**src/rtl/uart_pkg.sv**
```systemverilog
// Shared types and constants for the FIFO-fed UART transmitter.
// Optional even-parity bit is enabled by defining FIFO_UART_TX_PARITY_EN.
package uart_pkg;

`ifdef FIFO_UART_TX_PARITY_EN
    localparam int unsigned PARITY_BITS = 1;
`else
    localparam int unsigned PARITY_BITS = 0;
`endif

    typedef enum logic [2:0] {
        ST_IDLE,
        ST_START,
        ST_DATA,
`ifdef FIFO_UART_TX_PARITY_EN
        ST_PARITY,
`endif
        ST_STOP
    } tx_state_e;

    // Clock cycles occupied by one complete frame on the line.
    function automatic int unsigned frame_cycles(input int unsigned data_w,
                                                 input int unsigned clk_div,
                                                 input int unsigned stop_bits);
        return (1 + data_w + PARITY_BITS + stop_bits) * clk_div;
    endfunction

endpackage

```
**src/rtl/baud_gen.sv**
```systemverilog
// Bit-period timer: free-running modulo-CLK_DIV counter with synchronous restart.
module baud_gen #(
    parameter int unsigned CLK_DIV = 16
) (
    input  logic clk,
    input  logic rst,
    input  logic restart,
    output logic bit_end
);
    localparam int unsigned CW = (CLK_DIV > 1) ? $clog2(CLK_DIV) : 1;

    logic [CW-1:0] cnt;

    assign bit_end = (cnt == CW'(CLK_DIV - 1));

    always_ff @(posedge clk or negedge rst) begin
        if (!rst) begin
            cnt <= '0;
        end else if (restart || bit_end) begin
            cnt <= '0;
        end else begin
            cnt <= cnt + CW'(1);
        end
    end

endmodule

```
**src/rtl/fifo_uart_tx.sv**
```systemverilog
// FWFT FIFO read-side consumer that serialises each popped word as a UART frame.
// Build option: FIFO_UART_TX_PARITY_EN adds one even-parity bit after the data.
module fifo_uart_tx
    import uart_pkg::*;
#(
    parameter int unsigned DATA_W    = 8,
    parameter int unsigned CLK_DIV   = 16,
    parameter int unsigned STOP_BITS = 1
) (
    input  logic              clk,
    input  logic              rst,
    input  logic              val,
    input  logic [DATA_W-1:0] data,
    output logic              read,
    output logic              tx,
    output logic              busy
);
    localparam int unsigned BW           = $clog2(DATA_W + 1);
    localparam int unsigned FRAME_CYCLES = frame_cycles(DATA_W, CLK_DIV, STOP_BITS);

    if (CLK_DIV < 2 || STOP_BITS < 1 || STOP_BITS > 2 || FRAME_CYCLES < 3 * CLK_DIV) begin : g_bad_cfg
        $error("fifo_uart_tx: illegal CLK_DIV/STOP_BITS configuration");
    end

    tx_state_e         state;
    logic [DATA_W-1:0] shreg;
    logic [DATA_W-1:0] sh_next;
    logic [BW-1:0]     bit_cnt;
    logic              stop_cnt;
    logic              bit_end;
    logic              last_stop;
`ifdef FIFO_UART_TX_PARITY_EN
    logic              par;
`endif

    baud_gen #(.CLK_DIV(CLK_DIV)) u_baud (
        .clk     (clk),
        .rst     (rst),
        .restart (state == ST_IDLE),
        .bit_end (bit_end)
    );

    assign sh_next   = shreg >> 1;
    assign last_stop = (state == ST_STOP) && bit_end && (stop_cnt == 1'(STOP_BITS - 1));
    // Pop strobe: idle with data waiting, or the very last stop-bit cycle.
    assign read      = rst && val && ((state == ST_IDLE) || last_stop);

    always_ff @(posedge clk or negedge rst) begin
        if (!rst) begin
            state    <= ST_IDLE;
            shreg    <= '0;
            bit_cnt  <= '0;
            stop_cnt <= 1'b0;
            tx       <= 1'b1;
            busy     <= 1'b0;
`ifdef FIFO_UART_TX_PARITY_EN
            par      <= 1'b0;
`endif
        end else begin
            case (state)
                ST_IDLE: begin
                    if (val) begin
                        shreg <= data;
`ifdef FIFO_UART_TX_PARITY_EN
                        par   <= ^data;
`endif
                        state <= ST_START;
                        tx    <= 1'b0;
                        busy  <= 1'b1;
                    end
                end
                ST_START: begin
                    if (bit_end) begin
                        state   <= ST_DATA;
                        tx      <= shreg[0];
                        bit_cnt <= '0;
                    end
                end
                ST_DATA: begin
                    if (bit_end) begin
                        shreg <= sh_next;
                        if (bit_cnt == BW'(DATA_W - 1)) begin
                            bit_cnt <= '0;
`ifdef FIFO_UART_TX_PARITY_EN
                            state   <= ST_PARITY;
                            tx      <= par;
`else
                            state    <= ST_STOP;
                            tx       <= 1'b1;
                            stop_cnt <= 1'b0;
`endif
                        end else begin
                            bit_cnt <= bit_cnt + BW'(1);
                            tx      <= sh_next[0];
                        end
                    end
                end
`ifdef FIFO_UART_TX_PARITY_EN
                ST_PARITY: begin
                    if (bit_end) begin
                        state    <= ST_STOP;
                        tx       <= 1'b1;
                        stop_cnt <= 1'b0;
                    end
                end
`endif
                ST_STOP: begin
                    if (last_stop) begin
                        stop_cnt <= 1'b0;
                        if (val) begin
                            // Chain straight into the next frame with no idle gap.
                            shreg <= data;
`ifdef FIFO_UART_TX_PARITY_EN
                            par   <= ^data;
`endif
                            state <= ST_START;
                            tx    <= 1'b0;
                        end else begin
                            state <= ST_IDLE;
                            busy  <= 1'b0;
                        end
                    end else if (bit_end) begin
                        stop_cnt <= 1'b1;
                    end
                end
                default: begin
                    state <= ST_IDLE;
                    tx    <= 1'b1;
                    busy  <= 1'b0;
                end
            endcase
        end
    end

endmodule

```
**config.mk**
```make
export PLATFORM = sky130hd
export DESIGN_NAME = fifo_uart_tx
export DESIGN_NICKNAME = d
export VERILOG_FILES = /design/src/rtl/uart_pkg.sv /design/src/rtl/baud_gen.sv /design/src/rtl/fifo_uart_tx.sv
export SDC_FILE = /design/constraint.sdc
export NUM_CORES = 1
export LEC_CHECK = 0
export CORE_MARGIN = 4
export CORE_UTILIZATION = 45
export DETAILED_ROUTE_END_ITERATION = 8
export GPL_TIMING_DRIVEN = 0
export PLACE_DENSITY = 0.74
export SLEW_MARGIN = 20
export SYNTH_ARGS = -nofsm -noshare
export SYNTH_HDL_FRONTEND = slang
export SYNTH_SLANG_ARGS = --single-unit
```
**constraint.sdc**
```tcl
create_clock -name clk -period 2.73 [get_ports clk]
set_input_delay 0.546 -clock clk [delete_from_list [all_inputs] [get_ports clk]]
set_output_delay 0.546 -clock clk [all_outputs]
set_load 0.05 [all_outputs]
```
== Word-level counts from Yosys, hierarchy flattened ==
Index checks and enable logic that the tools add are counted.

* Add/subtract/negate cells: 2
* Multipliers: 0
* Divide/modulo/power cells: 0
* Order comparisons: 0
* Equal/unequal tests: 12
* Shifts and indexed selects: 0
* Multiplexer cells: 31
* Bitwise logic cells: 2
* Reduce and logical (&&, ||, !) cells: 17

{| class="wikitable"
|+ Operators by type and width
! kind !! count
|-
| $mux W8 || 3
|-
| $pmux W8 S3 || 1
|-
| $mux W4 || 4
|-
| $mux W3 || 5
|-
| $mux W1 || 13
|-
| $ne A2 B2 Y1 const B || 6
|-
| $pmux W3 S4 || 1
|-
| $reduce_and A3 Y1 || 3
|-
| $add A4 B1 Y4 const B || 2
|-
| $pmux W4 S2 || 1
|-
| $reduce_and A4 Y1 || 2
|-
| $eq A3 B2 Y1 const B || 2
|-
| $reduce_and A5 Y1 || 1
|-
| $eq A4 B3 Y1 const B || 1
|-
| $eq A4 B4 Y1 const B || 1
|-
| $logic_and A1 B1 Y1 || 4
|-
| $pmux W1 S4 || 1
|-
| $reduce_bool A2 Y1 || 2
|-
| $eq A3 B1 Y1 const B || 1
|-
| $logic_not A3 Y1 || 1
|-
| $ne A3 B3 Y1 const B || 1
|-
| $pmux W1 S3 || 1
|-
| $reduce_bool A3 Y1 || 1
|-
| $logic_or A1 B1 Y1 || 2
|-
| other kinds (3) || 4
|}

* Bits in registers: 22
* Bits in latches: 0
* Bits in writable memories: 0
* Memory bits (read-only): 0
* Bits of input ports: 11
* Word-level logic and storage cells: 71
* Memories kept: 0

== Logic depth before layout (Yosys ltp) ==
Gate-level depths: netlist of run 1.

* Word-level depth: 5
* Depth in mapped cells: 8
* Depth with buffers taken out: 6

== Hierarchy ==
From an unflattened synthesis of run 1, not the netlist that was laid out.

* Cells, all modules: 106
* Area, all modules: 1137.3 sq um

{| class="wikitable"
|+ Modules (own cells, without submodules)
! module !! times used !! cells each !! area each (sq um) !! sequential area each (sq um)
|-
| fifo_uart_tx || 1 || 93 || 965.9 || 426.7
|-
| baud_gen || 1 || 13 || 171.4 || 100.1
|}

== Least setup slack after synthesis of run 1 ==
No wires, ideal clock.

* Kind: reg-to-output
* Start: register u_baud.cnt[0]
* End: output port read
* Data arrival time: 1.634 ns
* Data required time: 2.184 ns
* Path slack: 0.550 ns
* Stages on the path, launching flop included: 6
* Buffers on the path: 0
* Cells stage by stage: dfrtp_1 ha_1 nand3_1 nor2_1 a21oi_1 nor2_1

* Cells in the longest elaborated chain, start to end: 5

{| class="wikitable"
|+ Ends and longest elaborated chain
! element !! line !! text
|-
| start: declaration || baud_gen.sv:12 || <nowiki>logic [CW-1:0] cnt;</nowiki>
|-
| start signal: assignment || baud_gen.sv:22 || <nowiki>cnt <= cnt + CW'(1);</nowiki>
|-
| $eq A4 B4 Y1 || baud_gen.sv:14 || <nowiki>assign bit_end = (cnt == CW'(CLK_DIV - 1));</nowiki>
|-
| $logic_and A1 B1 Y1 (2 in series) || fifo_uart_tx.sv:44 || <nowiki>assign last_stop = (state == ST_STOP) && bit_end && (stop_cnt == 1'(STOP_BITS - 1));</nowiki>
|-
| $logic_or A1 B1 Y1 || fifo_uart_tx.sv:46 || <nowiki>assign read = rst && val && ((state == ST_IDLE) || last_stop);</nowiki>
|-
| $logic_and A1 B1 Y1 || fifo_uart_tx.sv:46 ||
|-
| end: declaration || fifo_uart_tx.sv:14 || <nowiki>output logic read,</nowiki>
|}

No other way between the ends.

== Worst setup path in the final report of run 1 ==
Ends and elaborated chain as after synthesis.

==> reports/results.ini, run 1 <==
[floorplan]
coreArea_um2=2450
rows=18
die-height_um=58.6
ios=14
design.die.area_um2=3430
start_util=0.468
die_w_um=58.6

[sta]
relSlewSlack=0.594
rsz0062_at_grt=no
drv_slew=0
min_period_ps=2420
fin_skew_ps=6.05
setup_viol=0
hold_viol=0
fin_crit_sh=0.885
fmax_ghz=0.414
worst_slew_pin_slew_ps=610

[grt]
grtUsageTotal=0.143
grt_pass1_vias=845
antenna_found_initial=0
grt_overflow=0
grt_max_degree=23
grt_pass1_wl_um=3750

[synthesis]
synthCells=109
syn-cell-area_um2=1150
ys_seq_area_frac=0.458
async_flop_share=1.00
yosysUniqueCellTypes=35
synth_fp_nets=126
synth_seq_cells=21
synth-edff-count=0
avgSynthCellArea_um2=10.5
synth_ff_type=dfrtp_1
ys_warn_count=0

[clock_network]
cts-root-buf=clkbuf_4
clk_latency_ps=310
clk_path_buf_depth=2
cts_tree=yes
cts_sinks=21
cts.clk_slew.worst_paths_ps=120
ctsHoldBuffers=0
htreeDepth=1
numCtsBuffers=3

[placed_design]
port_buffers=13
hpwl_um=1570
dpl_cell_area_um2=1320
place_congestion=0.800

[cells_and_area]
drive_above_1_share=0.143
final_nets=144
final_util=0.546
n_antenna_cell=0
areaGrowthSynthToFinish_pct=16.5
fin_area_um2=1340

[power]
ir_drop_v=0.000250
p_int_uw=394
p_clk_frac=0.301
seqPwrFrac=0.624
switching_power_uw=118
p_sw_frac=0.231
comb_power_share=0.075
powerDensity_nw_per_um2=382
p_leak_nw=0.641

[drt]
via_count=869
totalWireLength_um=2160
wire_per_inst_um=13.9
drt_first_pass_iters=4
antenna_left=0
route.detailed.drc=0
avgViaCountPerCell=5.57
drt_iter0_markers=15

[outcome]
status=completed

[setup_path]
worst_r2r_startpoint=state[0]
path_class=flip-flop to output pin
reg2reg_depth=6
endpoint_kind=output pin
required_ps=2180
cp-startpoint=u_baud.cnt[0]
crit_fanout=7
cp-start-kind=flip-flop
crit_arrival_ps=1870

[min_path]
hold_class=primary input to async pin

[flow_run]
maxCapViolCount=0

[layout by cell type (no fill, tap or decap), drive strengths merged, types with 2 or more instances in the layout]
cell type      count
dfrtp             20
nor2              13
clkdlybuf4s50     11
a21oi             11
o21ai              8
mux2i              8
ha                 6
clkbuf             6
inv                4
nand2              4
nand3              4
buf                4
nand4b             3
nor3b              2
a22oi              2
mux2               2
nand2b             2
[cell type report]
cell class / instances / area (µm²)
timing repair buffer: 13 / 126
fill: 223 / 1110
buffer: 5 / 28.8
multi-input combinational: 79 / 579
inverter: 4 / 15.0
tap: 30 / 37.5
sequential: 21 / 527
clock buffer: 4 / 26.3
[cell usage after synthesis, drive strengths merged (3+ instances only)]
| cell | instances | area (µm²) |
|---|---|---|
| ha | 6 | 75.1 |
| inv | 4 | 15.0 |
| o21ai | 8 | 40.0 |
| a21oi | 11 | 66.3 |
| mux2i | 8 | 80.1 |
| dfrtp | 20 | 500 |
| buf | 4 | 25.0 |
| nand3 | 4 | 20.0 |
| nand4b | 3 | 41.3 |
| nor2 | 13 | 48.8 |
| nand2 | 4 | 15.0 |
[stage by stage]
step	worst slack [ps]	setup TNS [ps]	power (mW)	hold slack, ps	cells
6_report	313	0	0.512	289	156
5_1_grt	186	0	0.537	320	156
4_1_cts	31.9	0	0.521	309	156
3_5_place_dp	-612	-612	0.365	481	152
3_3_place_gp	-560	-560	0.364	462	152
2_1_floorplan	550	0	0.339	250	109
[final timing paths]
kind / end / slack (ps)
min: busy / 290
min reg2reg: bit_cnt[3] / 500
max: read / 310
min in group clk: bit_cnt[3] / 500
max in group asynchronous: tx / 2070
max reg2reg: bit_cnt[3] / 860
[repair_timing]
action / 4_1_cts / 5_1_grt
setup buffers: 0 / 0
resized for setup: 4 / 2
endpoints found under the setup margin: 1 / 1
[metal layers]
layer / routed length [µm] / global-route usage / share of wire
met5: 0 / 0 / 0
met4: 31 / 0.0695 / 0.014
met3: 109 / 0.0285 / 0.050
met2: 1050 / 0.228 / 0.49
met1: 971 / 0.183 / 0.45
[worst max-delay path, cell delays in order (launching register included)]
cell and delay, ps:
dfrtp_1 410, ha_1 360, nand3_1 180, nor2_1 120
a21oi_1 70, nor2_1 120, clkbuf_2 290
[registers in the layout (all words and copies together) (netlist names)]
name and flops:
u_baud.cnt 4, busy 1, bit_cnt 4, tx 1, stop_cnt 1, shreg 8, state 2
[kinds of logic (layout without fill, tap and decap cells)]
| family | count (synthesis) | after routing | synth area share |
|---|---|---|---|
| simple gates | 34 | 34 | 0.166 |
| compound gates | 28 | 28 | 0.175 |
| mux | 10 | 10 | 0.0892 |
| fa+ha+maj | 6 | 6 | 0.0653 |
| buf+inv | 9 | 26 | 0.0381 |
| flops | 21 | 21 | 0.458 |
| xor+xnor | 1 | 1 | 0.00762 |
[power groups by stage]
stage	Combinational, mW	Clock, mW	Sequential, mW
2_1_floorplan	0.00812	0	0.331
5_1_grt	0.0419	0.174	0.321
3_5_place_dp	0.0394	0	0.326
4_1_cts	0.0393	0.162	0.320
6_report	0.0384	0.154	0.320
3_3_place_gp	0.0389	0	0.325
Power figures use the tool's default switching activity.
==> inputs of run 2 (changes only) <==
ABC_AREA = 0   (was unset)
CTS_CLUSTER_DIAMETER = 80   (was unset)
clock period = 3.13 ns   (was 2.73 ns; I/O delays follow)
==> run 2 against run 1 <==
Net effect:
- critical path depth is the same
- largest cell class unchanged
- via count is the same
- highest routed layer unchanged
- die area is the same
==> reports/results.ini, run 2 (synthesis gave the netlist of run 1 again) <==
[setup_path]
cpMostUsedCell=nor2_1
reg2reg_depth=6  ; unchanged
crit_fanout=7  ; unchanged
required_ps=2500  ; +320 ps
reg2reg_setup_slack_ps=1260  ; +400 ps
endpoint_kind=output pin
worst_r2r_startpoint=state[0]
reg2reg_to=bit_cnt[3]
path_cells=ha_1, nand3_1, nor2_1, a21oi_1, nor2_1, dlymetal6s2s_1
path_class=flip-flop to output pin
cp-start-kind=flip-flop
critical_path.slowest_cell=dlymetal6s2s_1
crit_arrival_ps=2010  ; +140 ps
critPathMaxStageDelay_ps=430  ; +20 ps

[cells_and_area]
final_cell_mix=dfrtp_1, nor2_1, clkdlybuf4s50_1
largest_reg_flops=8  ; unchanged
reg_top3=shreg: 8 flops, bit_cnt: 4 flops, u_baud.cnt: 4 flops
fin_area_um2=1350  ; +0.56%
areaGrowthSynthToFinish_pct=17.2
top_register=shreg
final_common_cell=dfrtp_1
final_nets=144  ; unchanged
n_antenna_cell=0  ; unchanged
drive_above_1_share=0.135  ; -0.00794

[floorplan]
rows=18  ; unchanged
coreArea_um2=2450  ; unchanged
die_w_um=58.6  ; unchanged
ios=14  ; unchanged
die-height_um=58.6  ; unchanged
start_util=0.468  ; unchanged
design.die.area_um2=3430  ; unchanged

[grt]
antenna_found_initial=0  ; unchanged
grt_overflow=0  ; unchanged
grt_max_degree=23  ; unchanged
grt_pass1_vias=845  ; unchanged
grtUsageTotal=0.143  ; unchanged
grt_pass1_wl_um=3750  ; unchanged

[drt]
totalWireLength_um=2160  ; about the same
drt_iter0_markers=15  ; unchanged
via_count=869  ; unchanged
route.detailed.drc=0  ; unchanged
avgViaCountPerCell=5.57  ; unchanged
antenna_left=0  ; unchanged
wire_per_inst_um=13.9  ; about the same
drt_first_pass_iters=4  ; unchanged

[sta]
hold_viol=0  ; unchanged
worst_slew_pin_slew_ps=610  ; unchanged
setup_viol=0  ; unchanged
hold-worst-slack_ps=369  ; +80.3 ps
min_period_ps=2630
drv_slew=0  ; unchanged
fmax_ghz=0.380
fin_skew_ps=6.05  ; +0.00333 ps
fin_crit_sh=0.841
fin_ws_ps=499  ; +186 ps
relSlewSlack=0.594  ; unchanged
rsz0062_at_grt=no

[power]
powerDensity_nw_per_um2=331  ; -13%
p_leak_nw=0.659  ; +2.7%
ir_drop_v=0.000218  ; -13%

[clock_network]
htreeDepth=1  ; unchanged
cts-root-buf=clkbuf_4
clk_path_buf_depth=2  ; unchanged
ctsHoldBuffers=0  ; unchanged
cts_sinks=21  ; unchanged
cts_setup_buffers=0  ; unchanged
cts.clk_slew.worst_paths_ps=120  ; about the same
clk_latency_ps=310  ; about the same
cts_tree=yes
numCtsBuffers=3  ; unchanged

[flow_run]
maxCapViolCount=0  ; unchanged

[outcome]
status=completed

[placed_design]
pre_cts_slack_ps=-372  ; +240 ps
place_congestion=0.800  ; unchanged
port_buffers=13  ; unchanged
hpwl_um=1570  ; unchanged
dpl_cell_area_um2=1320  ; unchanged

[min_path]
hold_class=primary input to async pin

run 2: cell count changes in the layout (fill, tap and decap cells not counted), sizes merged:
cell          delta
clkbuf           -1
dlymetal6s2s     +1
run 2: timing repair:
item / CTS / global route
setup endpoints to repair: 1 / 1
hold endpoints to repair: 0 / 0
gates resized for setup: 3 / 1
run 2: where the power goes:
part / total, mW / internal (mW) / leakage (nW) / switching [mW]
Sequential: 0.279 / 0.276 / 0.262 / 0.00246
Combinational: 0.0335 / 0.0173 / 0.382 / 0.0162
Clock: 0.134 / 0.0498 / 0.0150 / 0.0845
Total: 0.447 / 0.343 / 0.659 / 0.103
run 2: per-stage QoR:
stage	util	TNS, ps	cells	total power, mW
after floorplan	-	0	109	0.296
after global placement	0.537	-320	152	0.318
after detailed placement	0.537	-372	152	0.318
after CTS	0.548	0	156	0.455
after global routing	0.549	0	156	0.468
final	0.549	0	156	0.447
run 2: worst max-delay path by stage:
stage	slack [ps]	to	cells past startpoint	start
5_1_grt	370	read	6	u_baud.cnt[0]
6_report	500	read	6	u_baud.cnt[0]
2_1_floorplan	870	read	5	u_baud.cnt[0]
4_1_cts	70	read	6	u_baud.cnt[0]
3_5_place_dp	-370	read	4	rst
3_3_place_gp	-320	read	4	rst
run 2: worst max-delay path: cells and delay by family (launching register included):
| family | cells | cell delay (ps) |
|---|---|---|
| buffers and inverters | 1 | 430 |
| flip-flops | 1 | 410 |
| AND/OR/NAND/NOR | 3 | 410 |
| adder cells (fa/ha/maj) | 1 | 360 |
| AO/OA/AOI/OAI | 1 | 70 |
run 2: metal layers:
layer	share of wire	wire, µm	global-route usage
met1	0.45	970	0.183
met4	0.014	31	0.0695
met5	0	0	0
met3	0.050	109	0.0285
met2	0.49	1050	0.228
run 2: final cells by class:
cell class,count,area [µm²]
Inverter,4,15.0
Buffer,5,28.8
Fill cell,221,1110
Tap cell,30,37.5
Multi-Input combinational cell,79,579
Timing Repair Buffer,13,134
Clock buffer,4,26.3
Sequential cell,21,527
==> edit 1: new RTL, config.mk and constraints of run 1 <==
Change the parameter `DATA_W` from 8 to 4.
--- a/src/rtl/fifo_uart_tx.sv
+++ b/src/rtl/fifo_uart_tx.sv
@@ -5,3 +5,3 @@
 #(
-    parameter int unsigned DATA_W    = 8,
+    parameter int unsigned DATA_W    = 4,
     parameter int unsigned CLK_DIV   = 16,
Ports: changed (resized data); port bits go from 14 to 10. No check against the original RTL was run, so the function may have changed too.
==> edit 1 against run 1 <==
Worst setup slack lost 0.17 ns. Synthesized cell count is 21% lower. Synthesized area decreased by 19%. Final area is 19% lower. Sequential cell count down 5. Final cell count fell by 19%. Sequential power down 25%. Sequential share of layout area is 2.2 points lower. Total power is 23% lower. Wire length decreased by 22%.
==> edit 1: results (changes against run 1) <==
Outcome
  – Outcome: completed

Yosys
  – Syn Nets: 99 (-21%)
  – Sequential share of the synthesized area: 0.430 (-0.0284)
  – Distinct cells, synth: 34 (-2.9%)

Drt
  – Met3 Wirelength: 56 um (-49%)
  – Via density: 5.27 (-5.4%)
  – Initial drt markers: 13 (-2)

GRT
  – Met1 Use GR: 0.173 (-0.0100)
  – Met3 usage in global routing: 0.0332 (+0.00473)
  – First-pass GRT wire length: 2820 um (-25%)
  – Total GRT Usage: 0.139 (-0.00343)
  – M2 GR Usage: 0.214 (-0.0138)
  – Vias in the first global route: 660 (-22%)

Clocking
  – Resized cells post-CTS: 3 (-1)
  – Clock Latency Late Sink: 0.29 ns (-0.02 ns)

Timing
  – Period Utilization, post-route: 0.948 (+0.0625)
  – Rel. slew slack: 0.494 (-0.0999)
  – Fin Hold WS: 0.399 ns (+0.111 ns)

Layout
  – Share of post-route cells with drive strength above 1: 0.162 (+0.0188)
  – Design area: 1080 sq um (-19%)
  – Largest regs: shreg x4, u_baud.cnt x4, bit_cnt x3
  – Non-Filler Instances: 126 (-19%)

Setup path
  – Worst path max stage delay: 0.54 ns (+0.13 ns)
  – Critical Path AT: 2.04 ns (+0.17 ns)

Placed design
  – Post-detail-place hpwl: 1240 um (-21%)
  – DP Worst Slack: -0.457 ns (+0.156 ns)
  – Port Buffers: 9 (-4)
  – Cell count after placement: 122 (-20%)

Power and ir drop
  – VDD IR-drop max: 0.252 mV (+0.78%)
  – Switch share: 0.221 (-0.00959)
[edit 1: cell types whose count changed after synthesis, sizes merged, moves of 2 or more]
cell | run 1 | this run
mux2i | 8 | 3
nor2 | 13 | 7
nand3 | 4 | 0
dfrtp | 20 | 15
o21ai | 8 | 6
a21oi | 11 | 7
nand2 | 4 | 7
[edit 1: power groups by stage]
stage               sequential, mW  clock (mW)  combinational, mW
floorplan                    0.247           0            0.00238
global placement             0.244           0             0.0217
detailed placement           0.244           0             0.0218
CTS                          0.240       0.138             0.0215
global route                 0.240       0.146             0.0230
finish                       0.240       0.132             0.0211
[edit 1: final cells by class]
type                    instances  area share
plain buffers                   3      0.0312
clock buffers                   4      0.0242
inverters                       5      0.0173
multi-input cells              62       0.443
flip-flops and latches         16       0.371
well taps                      27      0.0312
repair buffers                  9      0.0820
[edit 1: worst paths after layout]
check | to | from | depth (start not counted)
min reg2reg | u_baud.cnt[0]$_DFF_PN0_ | u_baud.cnt[0]$_DFF_PN0_ | 1
max in group asynchronous | u_baud.cnt[3]$_DFF_PN0_ | rst | 1
max reg2reg | shreg[2]$_DFFE_PN0P_ | state[0]$_DFFE_PN0P_ | 7
min | shreg[2]$_DFFE_PN0P_ | rst | 1
min in group clk | u_baud.cnt[0]$_DFF_PN0_ | u_baud.cnt[0]$_DFF_PN0_ | 1
max | read | u_baud.cnt[0]$_DFF_PN0_ | 6
[edit 1: cell families (layout without fill, tap and decap cells)]
group                    after synthesis  in the layout  share of synthesized area
AND/OR/NAND/NOR                       27             27                      0.158
adder cells (fa/ha/maj)                6              6                     0.0803
XOR/XNOR                               1              1                    0.00937
AO/OA/AOI/OAI                         22             22                      0.190
buffers and inverters                  8             21                     0.0562
flip-flops                            16             16                      0.430
multiplexers                           6              6                     0.0763
==> edit 2: new RTL, config.mk and constraints of run 1 <==
Made on the original files. One comparison of `bit_cnt` changes from == to >=.
--- a/src/rtl/fifo_uart_tx.sv
+++ b/src/rtl/fifo_uart_tx.sv
@@ -81,3 +81,3 @@
                         shreg <= sh_next;
-                        if (bit_cnt == BW'(DATA_W - 1)) begin
+                        if (bit_cnt >= BW'(DATA_W - 1)) begin
                             bit_cnt <= '0;
Function: same outputs for any inputs over 10 cycles, from zero or initial values and one cycle with rst low; that may be too few to reach the edited logic, so the function may still have changed.
==> edit 2 against run 1 <==
Synthesized cell count rose by 2.8%. Largest cell class unchanged. Total power fell by 0.35%. Die area increased by 1.8%. Worst hold slack gained 0.013 ns. Largest power group unchanged. Final area is 2.2% higher. Sequential cell count stayed put. Wire length up 4.2%. Worst setup slack lost 0.15 ns. Clock power decreased by 3%. Synthesized area grew 2.1%. Final cell count rose by 1.9%. Sequential power about the same.
==> edit 2: results (changes against run 1) <==
Timing
  – Period Utilization, post-route: 0.941 (+0.0552)
  – Clock skew: 0.00241 ns (-0.00364 ns)
  – Fin Hold WS: 0.301 ns (+0.0127 ns)

Yosys
  – Multiplexer area fraction after synthesis: 0.0693 (-0.0199)
  – Sequential share of the synthesized area: 0.449 (-0.00928)
  – Gate Count Post-Synth: 112 (+2.8%)
  – Syn Nets: 129 (+2.4%)

Setup path
  – R2r setup slk: 0.79 ns (-0.07 ns)
  – Worst path max stage delay: 0.51 ns (+0.10 ns)
  – Crit path max fanout: 8 (+1)
  – Critical-path top delay cell: clkdlybuf4s15_1
  – Worst reg2reg path endpoint: state[1]$_DFFE_PN0P_

Drt
  – Average routed wire per standard cell: 14.2 um (+2.2%)
  – Met2 WL post-DR: 1160 um (+11%)
  – Final wirelength: 2250 um (+4.2%)
  – Met3 Wirelength: 77 um (-29%)
  – Initial drt markers: 14 (-1)

Placed design
  – Gpl congestion: 0.723 (-9.6%)

Power and ir drop
  – Combinational share of power: 0.078 (+0.003)
  – Overall power: 0.510 mW (-0.35%)
  – VDD IR-drop max: 0.271 mV (+8.5%)
  – Clk pwr share: 0.295 (-0.006)
  – Sw Pwr: 0.119 mW (+0.45%)

GRT
  – First-pass GRT wire length: 4100 um (+9.4%)
  – Vias in the first global route: 934 (+11%)

Layout
  – Layout fillers: 238 (+6.7%)
  – Share of post-route cells with drive strength above 1: 0.124 (-0.0188)
  – Nets: 147 (+2.1%)

Outcome
  – Outcome: completed
[edit 2: cell count changes after synthesis, moves of 3 or more]
| cell | change |
|---|---|
| a21oi_1 | +7 |
| nor2_1 | +4 |
| nand3_1 | -3 |
| o21ai_0 | -3 |
[edit 2: area by class of cell]
type,instances,area (sq um),area share
Multi-Input combinational cell,79,557,0.406
Timing Repair Buffer,13,131,0.0959
Inverter,5,18.8,0.0137
Buffer,7,71.3,0.0521
Sequential cell,21,527,0.384
Clock inverter,1,5.00,0.00365
Tap cell,30,37.5,0.0274
Clock buffer,3,22.5,0.0164
[edit 2: layer usage]
| metal | vias to the layer above | track usage |
|---|---|---|
| li1 | 431 | - |
| met1 | 433 | 0.196 |
| met2 | 12 | 0.257 |
| met3 | 2 | 0.0261 |
| met4 | 0 | 0.0356 |
| met5 | - | 0 |
